===== src/rtl/fpu_seq_pkg.sv =====
`default_nettype none
// ============================================================================
//  Module      : fpu_seq_pkg
//  Description : Shared types and constants for the FPU add/subtract
//                sequencer: sequencer state encoding, default word width,
//                default watchdog limit and the watchdog counter width.
//  Revision    : 1.0 - initial release
// ============================================================================
package fpu_seq_pkg;

    localparam int c_DEFAULT_W           = 32;
    localparam int c_DEFAULT_TIMEOUT_CYC = 64;

    // Watchdog counter width for a given limit; the +1 keeps the limit itself
    // representable when it is an exact power of two.
    function automatic int wdog_width(input int timeout_cyc);
        return $clog2(timeout_cyc + 1);
    endfunction

    localparam int c_WDOG_W = $clog2(c_DEFAULT_TIMEOUT_CYC + 1);

    typedef enum logic [2:0] {
        ST_IDLE   = 3'd0,
        ST_LAUNCH = 3'd1,
        ST_WAIT   = 3'd2,
        ST_CLEAR  = 3'd3,
        ST_RESP   = 3'd4
    } seq_state_t;

endpackage
`default_nettype wire


===== src/rtl/fpu_seq_watchdog.sv =====
`default_nettype none
// ============================================================================
//  Module      : fpu_seq_watchdog
//  Description : Cycle counter with synchronous clear and count enable.
//                expire is high during the TIMEOUT_CYC-th consecutive enabled
//                cycle since the last clear.
//  Ports       : clk    - clock (rising edge)
//                rst    - asynchronous reset, active low
//                clr    - synchronous clear of the count
//                en     - count enable
//                expire - limit reached in the current cycle
//  Revision    : 1.0 - initial release
// ============================================================================
module fpu_seq_watchdog #(
    parameter int TIMEOUT_CYC = 64,
    parameter int CNT_W       = 7
) (
    input  logic clk,
    input  logic rst,
    input  logic clr,
    input  logic en,
    output logic expire
);

    localparam logic [CNT_W-1:0] c_LAST = CNT_W'(TIMEOUT_CYC - 1);

    logic [CNT_W-1:0] r_count;

    always_ff @(posedge clk or negedge rst) begin
        if (!rst) begin
            r_count <= '0;
        end else if (clr) begin
            r_count <= '0;
        end else if (en && (r_count != c_LAST)) begin
            r_count <= r_count + 1'b1;
        end
    end

    // The first enabled cycle sees a count of 0, so the limit-th one sees LAST.
    assign expire = en && (r_count == c_LAST);

endmodule
`default_nettype wire


===== src/rtl/fpu_add_sub_sequencer.sv =====
`default_nettype none
// ============================================================================
//  Module      : fpu_add_sub_sequencer
//  Description : Drives one FPU add/subtract operation per request: latches
//                the operands, pulses fpu_beg, waits for fpu_ready, captures
//                result and flags, pulses fpu_rst to return the FPU to idle,
//                then holds the response until rsp_ready.
//  Ports       : clk/rst            - clock, asynchronous active-low reset
//                req_*              - upstream valid/ready request
//                fpu_*              - FPU adder control, operands and results
//                rsp_*              - downstream valid/ready response
//                busy               - high whenever not idle
//  Config      : FPU_SEQ_TIMEOUT_EN - enables the WAIT watchdog; without it
//                the sequencer waits for fpu_ready indefinitely and
//                rsp_timeout is constant 0.
//  Revision    : 1.0 - initial release
// ============================================================================
module fpu_add_sub_sequencer
    import fpu_seq_pkg::*;
#(
    parameter int W           = c_DEFAULT_W,
    parameter int TIMEOUT_CYC = c_DEFAULT_TIMEOUT_CYC
) (
    input  logic         clk,
    input  logic         rst,
    input  logic         req_valid,
    output logic         req_ready,
    input  logic [W-1:0] req_x,
    input  logic [W-1:0] req_y,
    input  logic         req_op,
    input  logic [1:0]   req_rmode,
    output logic         fpu_beg,
    output logic         fpu_rst,
    output logic [W-1:0] fpu_x,
    output logic [W-1:0] fpu_y,
    output logic         fpu_op,
    output logic [1:0]   fpu_rmode,
    input  logic         fpu_ready,
    input  logic [W-1:0] fpu_result,
    input  logic         fpu_ovf,
    input  logic         fpu_unf,
    output logic         rsp_valid,
    input  logic         rsp_ready,
    output logic [W-1:0] rsp_result,
    output logic         rsp_ovf,
    output logic         rsp_unf,
    output logic         rsp_timeout,
    output logic         busy
);

    localparam int c_WDOG_W = wdog_width(TIMEOUT_CYC);

    seq_state_t   r_state;
    logic         r_req_ready;
    logic         r_fpu_beg;
    logic         r_fpu_rst;
    logic [W-1:0] r_fpu_x;
    logic [W-1:0] r_fpu_y;
    logic         r_fpu_op;
    logic [1:0]   r_fpu_rmode;
    logic         r_rsp_valid;
    logic [W-1:0] r_rsp_result;
    logic         r_rsp_ovf;
    logic         r_rsp_unf;
    logic         r_busy;
    logic         w_expire;

`ifdef FPU_SEQ_TIMEOUT_EN
    logic r_rsp_timeout;
    logic w_wdog_en;
    logic w_wdog_clr;

    // Count only while waiting; any other state restarts the count.
    assign w_wdog_en  = (r_state == ST_WAIT);
    assign w_wdog_clr = (r_state != ST_WAIT);

    fpu_seq_watchdog #(
        .TIMEOUT_CYC (TIMEOUT_CYC),
        .CNT_W       (c_WDOG_W)
    ) u_wdog (
        .clk    (clk),
        .rst    (rst),
        .clr    (w_wdog_clr),
        .en     (w_wdog_en),
        .expire (w_expire)
    );

    assign rsp_timeout = r_rsp_timeout;
`else
    logic w_unused_cfg;
    assign w_unused_cfg = ^c_WDOG_W;
    assign w_expire     = 1'b0;
    assign rsp_timeout  = 1'b0;
`endif

    always_ff @(posedge clk or negedge rst) begin
        if (!rst) begin
            r_state      <= ST_IDLE;
            r_req_ready  <= 1'b0;
            r_fpu_beg    <= 1'b0;
            r_fpu_rst    <= 1'b0;
            r_fpu_x      <= '0;
            r_fpu_y      <= '0;
            r_fpu_op     <= 1'b0;
            r_fpu_rmode  <= 2'b00;
            r_rsp_valid  <= 1'b0;
            r_rsp_result <= '0;
            r_rsp_ovf    <= 1'b0;
            r_rsp_unf    <= 1'b0;
            r_busy       <= 1'b0;
`ifdef FPU_SEQ_TIMEOUT_EN
            r_rsp_timeout <= 1'b0;
`endif
        end else begin
            case (r_state)
                ST_IDLE: begin
                    // req_ready comes up one cycle after reset release.
                    r_req_ready <= 1'b1;
                    r_busy      <= 1'b0;
                    if (req_valid && r_req_ready) begin
                        r_fpu_x     <= req_x;
                        r_fpu_y     <= req_y;
                        r_fpu_op    <= req_op;
                        r_fpu_rmode <= req_rmode;
                        r_req_ready <= 1'b0;
                        r_busy      <= 1'b1;
                        r_fpu_beg   <= 1'b1;
                        r_state     <= ST_LAUNCH;
                    end
                end
                ST_LAUNCH: begin
                    r_fpu_beg <= 1'b0;
                    r_state   <= ST_WAIT;
                end
                ST_WAIT: begin
                    // A ready in the expiry cycle takes precedence.
                    if (fpu_ready) begin
                        r_rsp_result <= fpu_result;
                        r_rsp_ovf    <= fpu_ovf;
                        r_rsp_unf    <= fpu_unf;
`ifdef FPU_SEQ_TIMEOUT_EN
                        r_rsp_timeout <= 1'b0;
`endif
                        r_fpu_rst    <= 1'b1;
                        r_state      <= ST_CLEAR;
                    end else if (w_expire) begin
                        r_rsp_result <= '0;
                        r_rsp_ovf    <= 1'b0;
                        r_rsp_unf    <= 1'b0;
`ifdef FPU_SEQ_TIMEOUT_EN
                        r_rsp_timeout <= 1'b1;
`endif
                        r_fpu_rst    <= 1'b1;
                        r_state      <= ST_CLEAR;
                    end
                end
                ST_CLEAR: begin
                    r_fpu_rst   <= 1'b0;
                    r_rsp_valid <= 1'b1;
                    r_state     <= ST_RESP;
                end
                ST_RESP: begin
                    if (rsp_ready) begin
                        r_rsp_valid <= 1'b0;
                        r_busy      <= 1'b0;
                        r_req_ready <= 1'b1;
                        r_state     <= ST_IDLE;
                    end
                end
                default: begin
                    r_fpu_beg   <= 1'b0;
                    r_fpu_rst   <= 1'b0;
                    r_rsp_valid <= 1'b0;
                    r_req_ready <= 1'b0;
                    r_busy      <= 1'b0;
                    r_state     <= ST_IDLE;
                end
            endcase
        end
    end

    assign req_ready  = r_req_ready;
    assign fpu_beg    = r_fpu_beg;
    assign fpu_rst    = r_fpu_rst;
    assign fpu_x      = r_fpu_x;
    assign fpu_y      = r_fpu_y;
    assign fpu_op     = r_fpu_op;
    assign fpu_rmode  = r_fpu_rmode;
    assign rsp_valid  = r_rsp_valid;
    assign rsp_result = r_rsp_result;
    assign rsp_ovf    = r_rsp_ovf;
    assign rsp_unf    = r_rsp_unf;
    assign busy       = r_busy;

endmodule
`default_nettype wire


===== config.mk =====
export PLATFORM = sky130hd
export DESIGN_NAME = fpu_add_sub_sequencer
export DESIGN_NICKNAME = d
export VERILOG_FILES = /design/src/rtl/fpu_seq_pkg.sv /design/src/rtl/fpu_seq_watchdog.sv /design/src/rtl/fpu_add_sub_sequencer.sv
export SDC_FILE = /design/constraint.sdc
export NUM_CORES = 1
export LEC_CHECK = 0
export ABC_CLOCK_PERIOD_IN_PS = 2100
export CAP_MARGIN = 30
export CORE_MARGIN = 2
export CORE_UTILIZATION = 40
export DETAILED_ROUTE_END_ITERATION = 8
export GPL_TIMING_DRIVEN = 0
export PLACE_DENSITY = 0.86
export SYNTH_ARGS = -nofsm -noshare
export SYNTH_HDL_FRONTEND = slang
export SYNTH_SLANG_ARGS = --single-unit

===== constraint.sdc =====
create_clock -name clk -period 2.1 [get_ports clk]
set_clock_uncertainty 0.05 [all_clocks]
set_input_delay 0.42 -clock clk [delete_from_list [all_inputs] [get_ports clk]]
set_output_delay 0.42 -clock clk [all_outputs]
set_load 0.02 [all_outputs]

Word level (Yosys, flattened, before mapping)
Index checks and enable logic that the tools add are counted.
{"block": "word_totals", "elab_cells": 52, "ff_bits": 109, "out_inout_bits": 107}
{"block": "op_classes", "n_bitwise": 4, "n_reduce_logical": 13, "muxes": 15, "n_eq_ne": 7}
{"op": "3-bit case mux with 5 select lines", "n": 1}
{"op": "2-bit AND reduction", "n": 6}
{"op": "3-bit OR reduction", "n": 4}
{"op": "3-bit two-way mux", "n": 3}
{"op": "1-bit case mux with 3 select lines", "n": 3}
{"op": "3-bit by 2-bit == test with 1-bit output, second input constant", "n": 2}
{"op": "1-bit two-way mux", "n": 6}
{"op": "2-bit != test, second input constant", "n": 3}
{"op": "1-bit inverter", "n": 4}
{"op": "1-bit case mux with 2 select lines", "n": 2}
{"op": "3-bit by 1-bit == test with 1-bit output, second input constant", "n": 1}
{"op": "3-bit == test, second input constant", "n": 1}
{"op": "3-bit logical NOT", "n": 1}
{"op": "3-bit AND reduction", "n": 1}
{"op": "1-bit logical AND", "n": 1}

Longest topological paths before layout
Gate-level depths: netlist of the first run.
{"block": "depth", "word_depth": 4, "ltp_mapped": 5, "depth_no_buf": 3}

Worst setup path before layout of the first run
OpenSTA, ideal clock, no wires.
{"block": "synth_timing", "kind": "register -> register", "from": "reg r_req_ready, in the netlist req_ready", "to": "reg r_fpu_x[0], in the netlist fpu_x[0]", "t_arrival_ns": 1.506, "stages_incl_launch_ff": 6, "setup_ns": 0.127, "slack_ns": 0.416, "cell_sequence": "dfrtp_1 nand2_1 nor4_4 buf_4 buf_6 mux2_1"}
{"block": "synth_via", "elab_chain_cells": 2}
{"item": "start, declared", "line_no": "fpu_add_sub_sequencer.sv:54", "text": "logic r_req_ready;"}
{"item": "start signal, assigned", "line_no": "fpu_add_sub_sequencer.sv:99", "text": "r_req_ready <= 1'b0;"}
{"item": "start signal, assigned", "line_no": "fpu_add_sub_sequencer.sv:118", "text": "r_req_ready <= 1'b1;"}
{"item": "start signal, assigned", "line_no": "fpu_add_sub_sequencer.sv:125", "text": "r_req_ready <= 1'b0;"}
{"item": "1-bit logical AND", "line_no": "fpu_add_sub_sequencer.sv:120", "text": "if (req_valid && r_req_ready) begin"}
{"item": "2-bit AND reduction (no source line)"}
{"item": "end signal, assigned", "line_no": "fpu_add_sub_sequencer.sv:121", "text": "r_fpu_x <= req_x;"}
{"item": "end, declared", "line_no": "fpu_add_sub_sequencer.sv:57", "text": "logic [W-1:0] r_fpu_x;"}
No other way between the ends.
A chain may end at the register's enable or synchronous reset.

Final worst setup path of the first run
{"block": "layout_timing", "from": "in req_valid", "to": "reg r_fpu_x[0], in the netlist fpu_x[0]"}
{"block": "layout_via", "elab_chain_cells": 2}
{"item": "start, declared", "line_no": "fpu_add_sub_sequencer.sv:26", "text": "input logic req_valid,"}
{"item": "1-bit logical AND", "line_no": "fpu_add_sub_sequencer.sv:120"}
{"item": "2-bit AND reduction (no source line)"}
No other way between the ends.

==> results of run 1 <==
==> cells in the mapped netlist (all sizes together), types with 2 or more instances <==
library cell | n | share of area [%]
buf | 14 | 2.0
o21ai | 6 | 0.73
nor2 | 3 | 0.27
nand2 | 4 | 0.36
a21oi | 2 | 0.24
mux2 | 101 | 28
nor3 | 2 | 0.52
dfrtp | 109 | 66
==> repair_timing <==
item                                    in CTS  in global routing
hold buffers                                 1                  0
hold endpoints to repair                    39                  0
buffers inserted                             0                  0
endpoints found under the setup margin       0                  0
==> cell families (layout without fill, tap and decap cells) <==
family	count (synthesis)	in the layout	synth area share, %
mux	101	101	27.57
simple gates	13	13	2.244
flops	109	109	66.12
buf+inv	14	243	2.032
other cells	1	1	0.09090
compound gates	12	12	1.729
xor+xnor	1	1	0.2124
==> final cells by class <==
| cell class | count | area share, % |
|---|---|---|
| Multi-Input combinational cell | 128 | 19.80 |
| Tap cell | 136 | 2.565 |
| Sequential cell | 109 | 41.11 |
| Buffer | 14 | 1.263 |
| Clock inverter | 5 | 0.9240 |
| Clock buffer | 11 | 1.980 |
| Timing Repair Buffer | 213 | 32.36 |
==> sequential cells by signal, indices dropped and copies added (netlist names) <==
name        count
fpu_op          1
rsp_ovf         1
rsp_result     32
rsp_unf         1
busy            1
fpu_rmode       2
fpu_x          32
r_state         3
fpu_beg         1
req_ready       1
rsp_valid       1
fpu_y          32
fpu_rst         1
==> where the power goes <==
group,switching (mW),internal (mW)
Combinational,2.59,3.06
Clock,0.683,0.555
Sequential,0.552,3.18
Total,3.82,6.79
==> critical path, delay by kind of cell <==
family	cells	cell delay [ns]
simple gates	2	0.47
mux	1	0.33
buf+inv	3	0.96
==> worst paths after layout <==
check                       endpoint  slack, ns  cells after the start
setup / recovery            fpu_x[0]       0.11                      6
hold / removal                  busy       0.43                      1
setup reg to reg            fpu_x[0]       0.15                      5
hold reg to reg                 busy       0.43                      1
max in group asynchronous   fpu_x[0]       0.72                      3
min in group asynchronous  fpu_x[14]       0.54                      2
==> cells in the final DEF (no fill, tap or decap), types with 2 or more instances in the layout <==
master / netlist / layout
sky130_fd_sc_hd__clkdlybuf4s50_1: 0 / 210
sky130_fd_sc_hd__dfrtp_1: 109 / 109
sky130_fd_sc_hd__mux2_2: 91 / 91
sky130_fd_sc_hd__buf_2: 10 / 10
sky130_fd_sc_hd__mux2_1: 10 / 10
sky130_fd_sc_hd__clkbuf_8: 0 / 9
sky130_fd_sc_hd__o21ai_0: 5 / 5
sky130_fd_sc_hd__buf_4: 3 / 4
sky130_fd_sc_hd__nand2_1: 4 / 4
sky130_fd_sc_hd__nor2_1: 3 / 3
sky130_fd_sc_hd__clkinvlp_4: 0 / 3
sky130_fd_sc_hd__a21oi_1: 2 / 2
sky130_fd_sc_hd__clkbuf_1: 0 / 2
==> layer usage <==
layer | GRT usage (%) | share of wire (%) | up-vias
met5 | 0 | 0 | -
met4 | 5.827 | 1.0 | 0
met3 | 7.174 | 9.5 | 8
met2 | 32.76 | 52 | 146
met1 | 21.55 | 38 | 1437
li1 | - | - | 1322
==> summary.json, run 1 <==
{
  "status": {
    "result_of_the_run": "complete, no violations"
  },
  "final_layout": {
    "diodes": 0,
    "fill_cell_instance_count_of_the_final_layout": 786,
    "multi_input_area_sq_um": 1314,
    "final_net_count": 581,
    "drive_gt1_share_pct": 25.62,
    "layout-area-overhead-vs-synth_pct": 60.84,
    "finish.utilization_pct": 65.15,
    "stdcell_count": 616,
    "layout.cell_area.non_filler_sq_um": 6635,
    "sequential_cell_area_sq_um": 2728
  },
  "placed_design": {
    "place_hpwl_um": 7792,
    "routability_congestion_estimate": 0.7304,
    "port-buffer-count": 211,
    "post-place-ws_ns": -0.3125,
    "dp.cells": 599,
    "dpl_cell_area_sq_um": 6432
  },
  "yosys": {
    "post_synthesis_cell_type_count": 23,
    "synthCells": 251,
    "ys_seq_area_share_pct": 66.12,
    "postSynth.topFlopCell": "sky130_fd_sc_hd__dfrtp_1",
    "post_synthesis_async_set_or_reset_flop_share_pct": 100.0,
    "synthesis.yosys.warnings": 0,
    "synth_fp_nets": 357,
    "synth-seq-cells": 109,
    "synthesis.area_per_instance_sq_um": 16.44,
    "synth_enable_flop_cells": 0,
    "synth_area_sq_um": 4125
  },
  "global_routing": {
    "grt_start_max_net_pins": 71,
    "antenna_violations_before_repair": 0,
    "grt_overflow_total": 0,
    "first_global_vias": 3156,
    "grt_use_total_pct": 18.86,
    "grt_pass1_wl_um": 16340
  },
  "critical_path": {
    "cp_slowest_cell": "sky130_fd_sc_hd__clkdlybuf4s50_1",
    "timing.critical_path.cells": "clkdlybuf4s50_1, nand2_1, nor4_4, buf_4, buf_6, mux2_1",
    "arrival_ns": 2.18,
    "worstPathRequired_ns": 2.29,
    "worst-setup-path-type": "input pin to flop",
    "regToRegStartpoint": "r_state[1]",
    "crit_path_end_kind": "flop",
    "startpoint_type": "input pin",
    "critical_path.max_stage_delay_ns": 0.49,
    "critPathLaunch": "req_valid",
    "timing.critical_path.fanout_max": 10
  },
  "sta": {
    "unrepaired_setup_endpoints_after_global_routing": "no",
    "slew_worst_pin_ns": 0.5424,
    "whs_ns": 0.4302,
    "fmaxAchievable_mhz": 503.3,
    "timing.max_slew.rel_slack_pct": 63.84,
    "finalMaxSlewViolations": 0,
    "final.setup.worst_slack_ns": 0.1132,
    "tns_ns": 0,
    "period_needed_ns": 1.987,
    "layout_worst_path_cycle_share_pct": 94.61,
    "finalHoldViolCount": 0,
    "setup_violations": 0
  },
  "cts": {
    "cts.sink_count": 109,
    "cts_h_tree_depth": 3,
    "cts_resized": 0,
    "clk_path_buf_depth": 2,
    "cts_made_buffers": 9,
    "cts_root_buf": "sky130_fd_sc_hd__clkbuf_8",
    "clk_transition_reported_paths_ns": 0.09,
    "clk_latency_ns": 0.36,
    "cts_tree": "done"
  },
  "hold_path": {
    "worstHoldPathType": "flop to flop",
    "holdCritStartpoint": "busy"
  },
  "route": {
    "count_of_nets_left_with_antenna_violations_after_detail_routing": 0,
    "drc": 0,
    "firstDrtPassIters": 4,
    "drt-initial-drc-count": 74,
    "detail_route.vias_per_cell": 4.729,
    "drt-wirelength-per-cell_um": 16.46,
    "wirelength_um": 10140,
    "num_vias": 2913
  },
  "die": {
    "dieArea_sq_um": 11140,
    "fp.dieH_um": 105.6,
    "ioPinCount": 213,
    "start_util_pct": 40.50,
    "coreArea_sq_um": 10180,
    "floorplan.rows": 37,
    "dieWidth_um": 105.6
  },
  "power": {
    "totalPowerFinal_mw": 10.61,
    "static-leakage-power_nw": 2.727,
    "power-per-cell-area_nw_per_um2": 1599,
    "largest_vdd_supply_drop_v": 0.0007534
  },
  "job": {
    "max_cap_viol_count": 0
  }
}
Power figures use the tool's default switching activity.
==> run 2: changes to the inputs <==
- GPL_TIMING_DRIVEN: 0 -> default
==> run 2 against run 1 <==
Compared with the run above: worst setup slack improved by 0.11 ns; total power increased by 0.92%; first-iteration DRC count increased by 45%; via count decreased by 0.58%; largest power group unchanged; die area unchanged; global-route usage decreased by 0.90 points.
==> summary.json, run 2 (synthesized netlist as in run 1, its figures left out) <==
{
  "final_layout": {
    "final_net_count": 583,
    "finish.utilization_pct": 65.80,
    "sequential_cell_area_sq_um": 2728,
    "diodes": 0,
    "multi_input_area_sq_um": 1314,
    "fill_cell_instance_count_of_the_final_layout": 755,
    "layout-area-overhead-vs-synth_pct": 62.45,
    "drive_gt1_share_pct": 25.62,
    "most-common-layout-cells": "210 x sky130_fd_sc_hd__clkdlybuf4s50_1, 109 x sky130_fd_sc_hd__dfrtp_1, 91 x sky130_fd_sc_hd__mux2_2",
    "mostFrequentLayoutCell": "sky130_fd_sc_hd__clkdlybuf4s50_1"
  },
  "route": {
    "drt-wirelength-per-cell_um": 16.14,
    "drc": 0,
    "count_of_nets_left_with_antenna_violations_after_detail_routing": 0,
    "firstDrtPassIters": 4,
    "num_vias": 2896,
    "wirelength_um": 9940,
    "drt-initial-drc-count": 107,
    "detail_route.vias_per_cell": 4.701
  },
  "global_routing": {
    "first_global_vias": 3188,
    "grt_use_total_pct": 17.97,
    "antenna_violations_before_repair": 0,
    "grt_start_max_net_pins": 59,
    "grt_pass1_wl_um": 15860,
    "grt_overflow_total": 0
  },
  "die": {
    "fp.dieH_um": 105.6,
    "dieArea_sq_um": 11140,
    "start_util_pct": 40.50,
    "dieWidth_um": 105.6,
    "coreArea_sq_um": 10180,
    "floorplan.rows": 37,
    "ioPinCount": 213
  },
  "critical_path": {
    "worst-setup-path-type": "flop to primary output",
    "crit_path_end_kind": "primary output",
    "largest_delay_share_family_worst_path": "buffers and inverters",
    "worstRegToRegCells": 4,
    "reg2reg_setup_slack_ns": 0.38,
    "timing.rr.end": "fpu_x[13]",
    "critical_path_buf_inv_count": 1,
    "timing.critical_path.fanout_max": 5,
    "arrival_ns": 1.41,
    "cp_slowest_cell": "sky130_fd_sc_hd__clkdlybuf4s50_1",
    "worstPathRequired_ns": 1.63,
    "startpoint_type": "flop",
    "regToRegStartpoint": "r_state[1]",
    "critical_path.max_stage_delay_ns": 0.64,
    "timing.critical_path.cells": "clkdlybuf4s50_1"
  },
  "cts": {
    "cts_root_buf": "sky130_fd_sc_hd__clkbuf_8",
    "cts_h_tree_depth": 3,
    "cts.sink_count": 109,
    "clk_latency_ns": 0.35,
    "cts_setup_buffers": 0,
    "clk_path_buf_depth": 2,
    "clk_transition_reported_paths_ns": 0.09,
    "cts_made_buffers": 9,
    "cts_tree": "done"
  },
  "sta": {
    "final.setup.worst_slack_ns": 0.2215,
    "fmaxAchievable_mhz": 532.3,
    "setup_violations": 0,
    "period_needed_ns": 1.879,
    "finalHoldViolCount": 0,
    "tns_ns": 0,
    "finalMaxSlewViolations": 0,
    "whs_ns": 0.4426,
    "layout_worst_path_cycle_share_pct": 89.45,
    "unrepaired_setup_endpoints_after_global_routing": "no"
  },
  "power": {
    "static-leakage-power_nw": 2.753,
    "power-per-cell-area_nw_per_um2": 1598,
    "largest_vdd_supply_drop_v": 0.0007630,
    "totalPowerFinal_mw": 10.71
  },
  "hold_path": {
    "min_delay_path_depth": 1,
    "holdCritStartpoint": "rsp_result[26]",
    "worstHoldEndpoint": "rsp_result[26]",
    "worstHoldPathType": "flop to flop"
  },
  "placed_design": {
    "place_hpwl_um": 7592,
    "post-place-ws_ns": 0.01452,
    "port-buffer-count": 211,
    "routability_congestion_estimate": 0.7529
  },
  "job": {
    "max_cap_viol_count": 0
  },
  "status": {
    "result_of_the_run": "complete, no violations"
  }
}
## run 2: cell types whose count changed in the layout (fill, tap and decap cells not counted), sizes merged
cell | previous run | this run
clkinvlp | 3 | 0
buf | 16 | 18
clkbuf | 11 | 12
## run 2: layout make-up
| type | instances | area share [%] |
|---|---|---|
| multi-input cells | 128 | 19.60 |
| well taps | 136 | 2.539 |
| flip-flops and latches | 109 | 40.70 |
| repair buffers | 229 | 34.47 |
| clock inverters | 2 | 0.5228 |
| clock buffers | 12 | 2.166 |
## run 2: metrics by stage
stage | cells | area (sq um)
finish | 616 | 6701
detailed placement | 601 | 6511
global placement | 601 | 6511
CTS | 616 | 6701
floorplan | 251 | 4125
global route | 616 | 6701
## run 2: what timing repair did
action,in CTS,in global routing
gates resized for setup,0,0
hold buffers,1,0
endpoints found under the hold margin,27,0
## run 2: worst max path at each step
stage	start	to	slack [ns]	cells after the start
floorplan	req_ready	fpu_x[0]	0.42	5
global placement	req_valid	fpu_x[18]	0.07	6
detailed placement	req_valid	fpu_x[13]	0.01	6
CTS	req_ready	req_ready	0.19	1
global route	req_ready	req_ready	0.17	1
finish	req_ready	req_ready	0.22	1
## run 2: report_power, final
part	internal (mW)	switching [mW]
combinational	3.16	2.55
sequential	3.18	0.619
clock	0.572	0.634
total	6.91	3.80
## run 2: routing by layer
layer | wire length (um) | GRT usage, % | vias up
li1 | - | - | 1325
met1 | 4027 | 22.00 | 1424
met2 | 4891 | 29.95 | 136
met3 | 893 | 5.813 | 11
met4 | 127 | 6.297 | 0
met5 | 0 | 0 | -
==> run 3: changes to the inputs <==
- ABC_AREA: default -> 1
- CTS_CLUSTER_SIZE: default -> 20
- PLACE_DENSITY: 0.86 -> 0.85
==> run 3 against run 2 <==
Compared with the run above: via count rose by 33%; routed wire length increased by 17%; synthesized cell count increased by 90%; register-to-register slack better by 0.09 ns; sequential share of layout area is 0.12 points higher; clock power increased by 17%; fmax rose by 0.72%; worst hold slack lost 0.015 ns; design area down 0.30%; global-route usage rose by 2.8 points; final cell count up 34%.
==> summary.json, run 3 <==
{
  "job": {
    "max_cap_viol_count": 0
  },
  "critical_path": {
    "cp_slowest_cell": "sky130_fd_sc_hd__clkdlybuf4s50_1",
    "timing.critical_path.cells": "clkdlybuf4s50_1",
    "worstPathRequired_ns": 1.63,
    "critical_path.max_stage_delay_ns": 0.64,
    "largest_delay_share_family_worst_path": "buffers and inverters",
    "startpoint_type": "flop",
    "arrival_ns": 1.40,
    "critical_path_buf_inv_count": 1,
    "worst-setup-path-type": "flop to primary output",
    "crit_path_end_kind": "primary output",
    "timing.critical_path.fanout_max": 3
  },
  "yosys": {
    "synthesis.area_per_instance_sq_um": 8.832,
    "synth-seq-cells": 109,
    "synth_fp_nets": 584,
    "synthMostInstantiatedCell": "sky130_fd_sc_hd__nand2_1",
    "main_area_contributors_after_synthesis": "sky130_fd_sc_hd__dfrtp_1 65%, sky130_fd_sc_hd__nand2_1 29%, sky130_fd_sc_hd__buf_2 1.7%, sky130_fd_sc_hd__buf_6 1.1%, sky130_fd_sc_hd__buf_4 0.71%",
    "post_synthesis_async_set_or_reset_flop_share_pct": 100.0,
    "synthesis.yosys.warnings": 0,
    "synth_commonest_cells": "321 x sky130_fd_sc_hd__nand2_1, 109 x sky130_fd_sc_hd__dfrtp_1, 14 x sky130_fd_sc_hd__buf_2",
    "ys_seq_area_share_pct": 64.61,
    "synth_area_sq_um": 4222,
    "synthCells": 478,
    "synth_area_leader_cell": "sky130_fd_sc_hd__dfrtp_1",
    "post_synthesis_cell_type_count": 17,
    "synth_enable_flop_cells": 0,
    "postSynth.topFlopCell": "sky130_fd_sc_hd__dfrtp_1",
    "netlist.area_leader.share_pct": 64.61
  },
  "sta": {
    "timing.max_slew.rel_slack_pct": 64.01,
    "whs_ns": 0.4275,
    "finalMaxSlewViolations": 0,
    "finalHoldViolCount": 0,
    "layout_worst_path_cycle_share_pct": 88.81,
    "fmaxAchievable_mhz": 536.2,
    "period_needed_ns": 1.865,
    "tns_ns": 0,
    "setup_violations": 0,
    "slew_worst_pin_ns": 0.5391,
    "unrepaired_setup_endpoints_after_global_routing": "no"
  },
  "placed_design": {
    "routability_congestion_estimate": 0.8195,
    "dpl_cell_area_sq_um": 6446,
    "place_hpwl_um": 8714,
    "port-buffer-count": 211
  },
  "route": {
    "num_vias": 3839,
    "detail_route.vias_per_cell": 4.642,
    "firstDrtPassIters": 4,
    "count_of_nets_left_with_antenna_violations_after_detail_routing": 0,
    "wirelength_um": 11660,
    "drc": 0,
    "drt-wirelength-per-cell_um": 14.10,
    "drt-initial-drc-count": 210
  },
  "status": {
    "result_of_the_run": "complete, no violations"
  },
  "cts": {
    "clk_latency_ns": 0.37,
    "cts.sink_count": 109,
    "cts_resized": 0,
    "cts_root_buf": "sky130_fd_sc_hd__clkbuf_8",
    "cts_made_buffers": 9,
    "clk_path_buf_depth": 2,
    "cts_h_tree_depth": 3,
    "clk_transition_reported_paths_ns": 0.10,
    "cts_tree": "done"
  },
  "power": {
    "largest_vdd_supply_drop_v": 0.0007119,
    "static-leakage-power_nw": 3.331,
    "totalPowerFinal_mw": 9.933,
    "power-per-cell-area_nw_per_um2": 1487
  },
  "final_layout": {
    "drive_gt1_share_pct": 4.342,
    "most-common-layout-cells": "321 x sky130_fd_sc_hd__nand2_1, 210 x sky130_fd_sc_hd__clkdlybuf4s50_1, 109 x sky130_fd_sc_hd__dfrtp_1",
    "final_net_count": 792,
    "fill_cell_instance_count_of_the_final_layout": 836,
    "diodes": 0,
    "layout.cell_area.non_filler_sq_um": 6681,
    "layout-area-overhead-vs-synth_pct": 58.27,
    "mostFrequentLayoutCell": "sky130_fd_sc_hd__nand2_1"
  },
  "hold_path": {
    "worstHoldPathType": "flop to flop"
  },
  "global_routing": {
    "antenna_violations_before_repair": 0,
    "grt_pass1_wl_um": 18690,
    "grt_overflow_total": 0,
    "grt_start_max_net_pins": 64,
    "first_global_vias": 3913,
    "grt_use_total_pct": 20.75
  },
  "die": {
    "coreArea_sq_um": 10280,
    "ioPinCount": 213,
    "floorplan.rows": 37,
    "dieArea_sq_um": 11390,
    "start_util_pct": 41.08,
    "dieWidth_um": 106.7,
    "fp.dieH_um": 106.7
  }
}
[run 3: cell count changes in the layout (fill, tap and decap cells not counted), moves of 2 or more]
| cell | change |
|---|---|
| sky130_fd_sc_hd__mux2_1 | -10 |
| sky130_fd_sc_hd__buf_12 | -2 |
| sky130_fd_sc_hd__nand3_1 | +5 |
| sky130_fd_sc_hd__inv_1 | +6 |
| sky130_fd_sc_hd__nand2_1 | +317 |
| sky130_fd_sc_hd__inv_2 | +2 |
| sky130_fd_sc_hd__o21ai_0 | -2 |
| sky130_fd_sc_hd__mux2_2 | -91 |
| sky130_fd_sc_hd__buf_4 | -8 |
[run 3: worst register-to-register path, cell delays in order (launching register included)]
cell and delay (ns):
sky130_fd_sc_hd__dfrtp_1 0.52, sky130_fd_sc_hd__nor2_8 0.19, sky130_fd_sc_hd__nand2_2 0.08, sky130_fd_sc_hd__nor2_4 0.18, sky130_fd_sc_hd__inv_2 0.12, sky130_fd_sc_hd__buf_4 0.23, sky130_fd_sc_hd__nand2_1 0.09, sky130_fd_sc_hd__nand2_1 0.06
[run 3: what timing repair did]
action | CTS | global route
hold buffers | 1 | 0
buffers inserted | 0 | 0
endpoints found under the hold margin | 17 | 0
[run 3: final cells by class]
class,count,area (sq um),area share (%)
Sequential cell,109,2728,40.82
Timing Repair Buffer,219,2210,33.07
Multi-Input combinational cell,339,1319,19.74
Tap cell,136,170.2,2.547
Clock buffer,12,155.1,2.322
Clock inverter,4,70.07,1.049
Inverter,8,30.03,0.4494
[run 3: path summary, 6_finish.rpt]
kind                       startpoint       endpoint  slack [ns]  depth (start not counted)
max                         req_ready      req_ready        0.23                          1
min                         fpu_x[27]      fpu_x[27]        0.43                          2
max reg2reg                r_state[1]       fpu_x[2]        0.47                          7
min reg2reg                 fpu_x[27]      fpu_x[27]        0.43                          2
max in group asynchronous         rst  rsp_result[8]        0.96                          3
min in group asynchronous         rst      fpu_x[10]        0.44                          2
[run 3: layer usage]
layer	global-route usage, %	part of all wire (%)
met4	7.328	2.1
met1	23.53	39
met2	37.40	51
met5	0	0
met3	5.714	7.3
[run 3: report_power, final]
| part | leakage (nW) | switching [mW] | internal, mW | total [mW] |
|---|---|---|---|---|
| Clock | 0.116 | 0.688 | 0.735 | 1.42 |
| Sequential | 1.37 | 0.599 | 3.06 | 3.66 |
| Combinational | 1.85 | 2.60 | 2.25 | 4.85 |
[run 3: kinds of logic after synthesis]
kind of cell,count (synthesis),synth area share (%)
and+or+nand+nor,334,30.68
buffers and inverters,30,4.149
DFF,109,64.61
AOI/OAI and AO/OA,4,0.4740
other,1,0.08883
[run 3: metrics by stage]
| stage | instances | setup slack, ns | utilization, % |
|---|---|---|---|
| after floorplan | 478 | 0.7266 | - |
| after global placement | 810 | 0.2724 | 62.72 |
| after detailed placement | 810 | 0.2029 | 62.72 |
| after CTS | 827 | 0.2232 | 65.01 |
| after global routing | 827 | 0.1786 | 65.01 |
| final | 827 | 0.2349 | 65.01 |
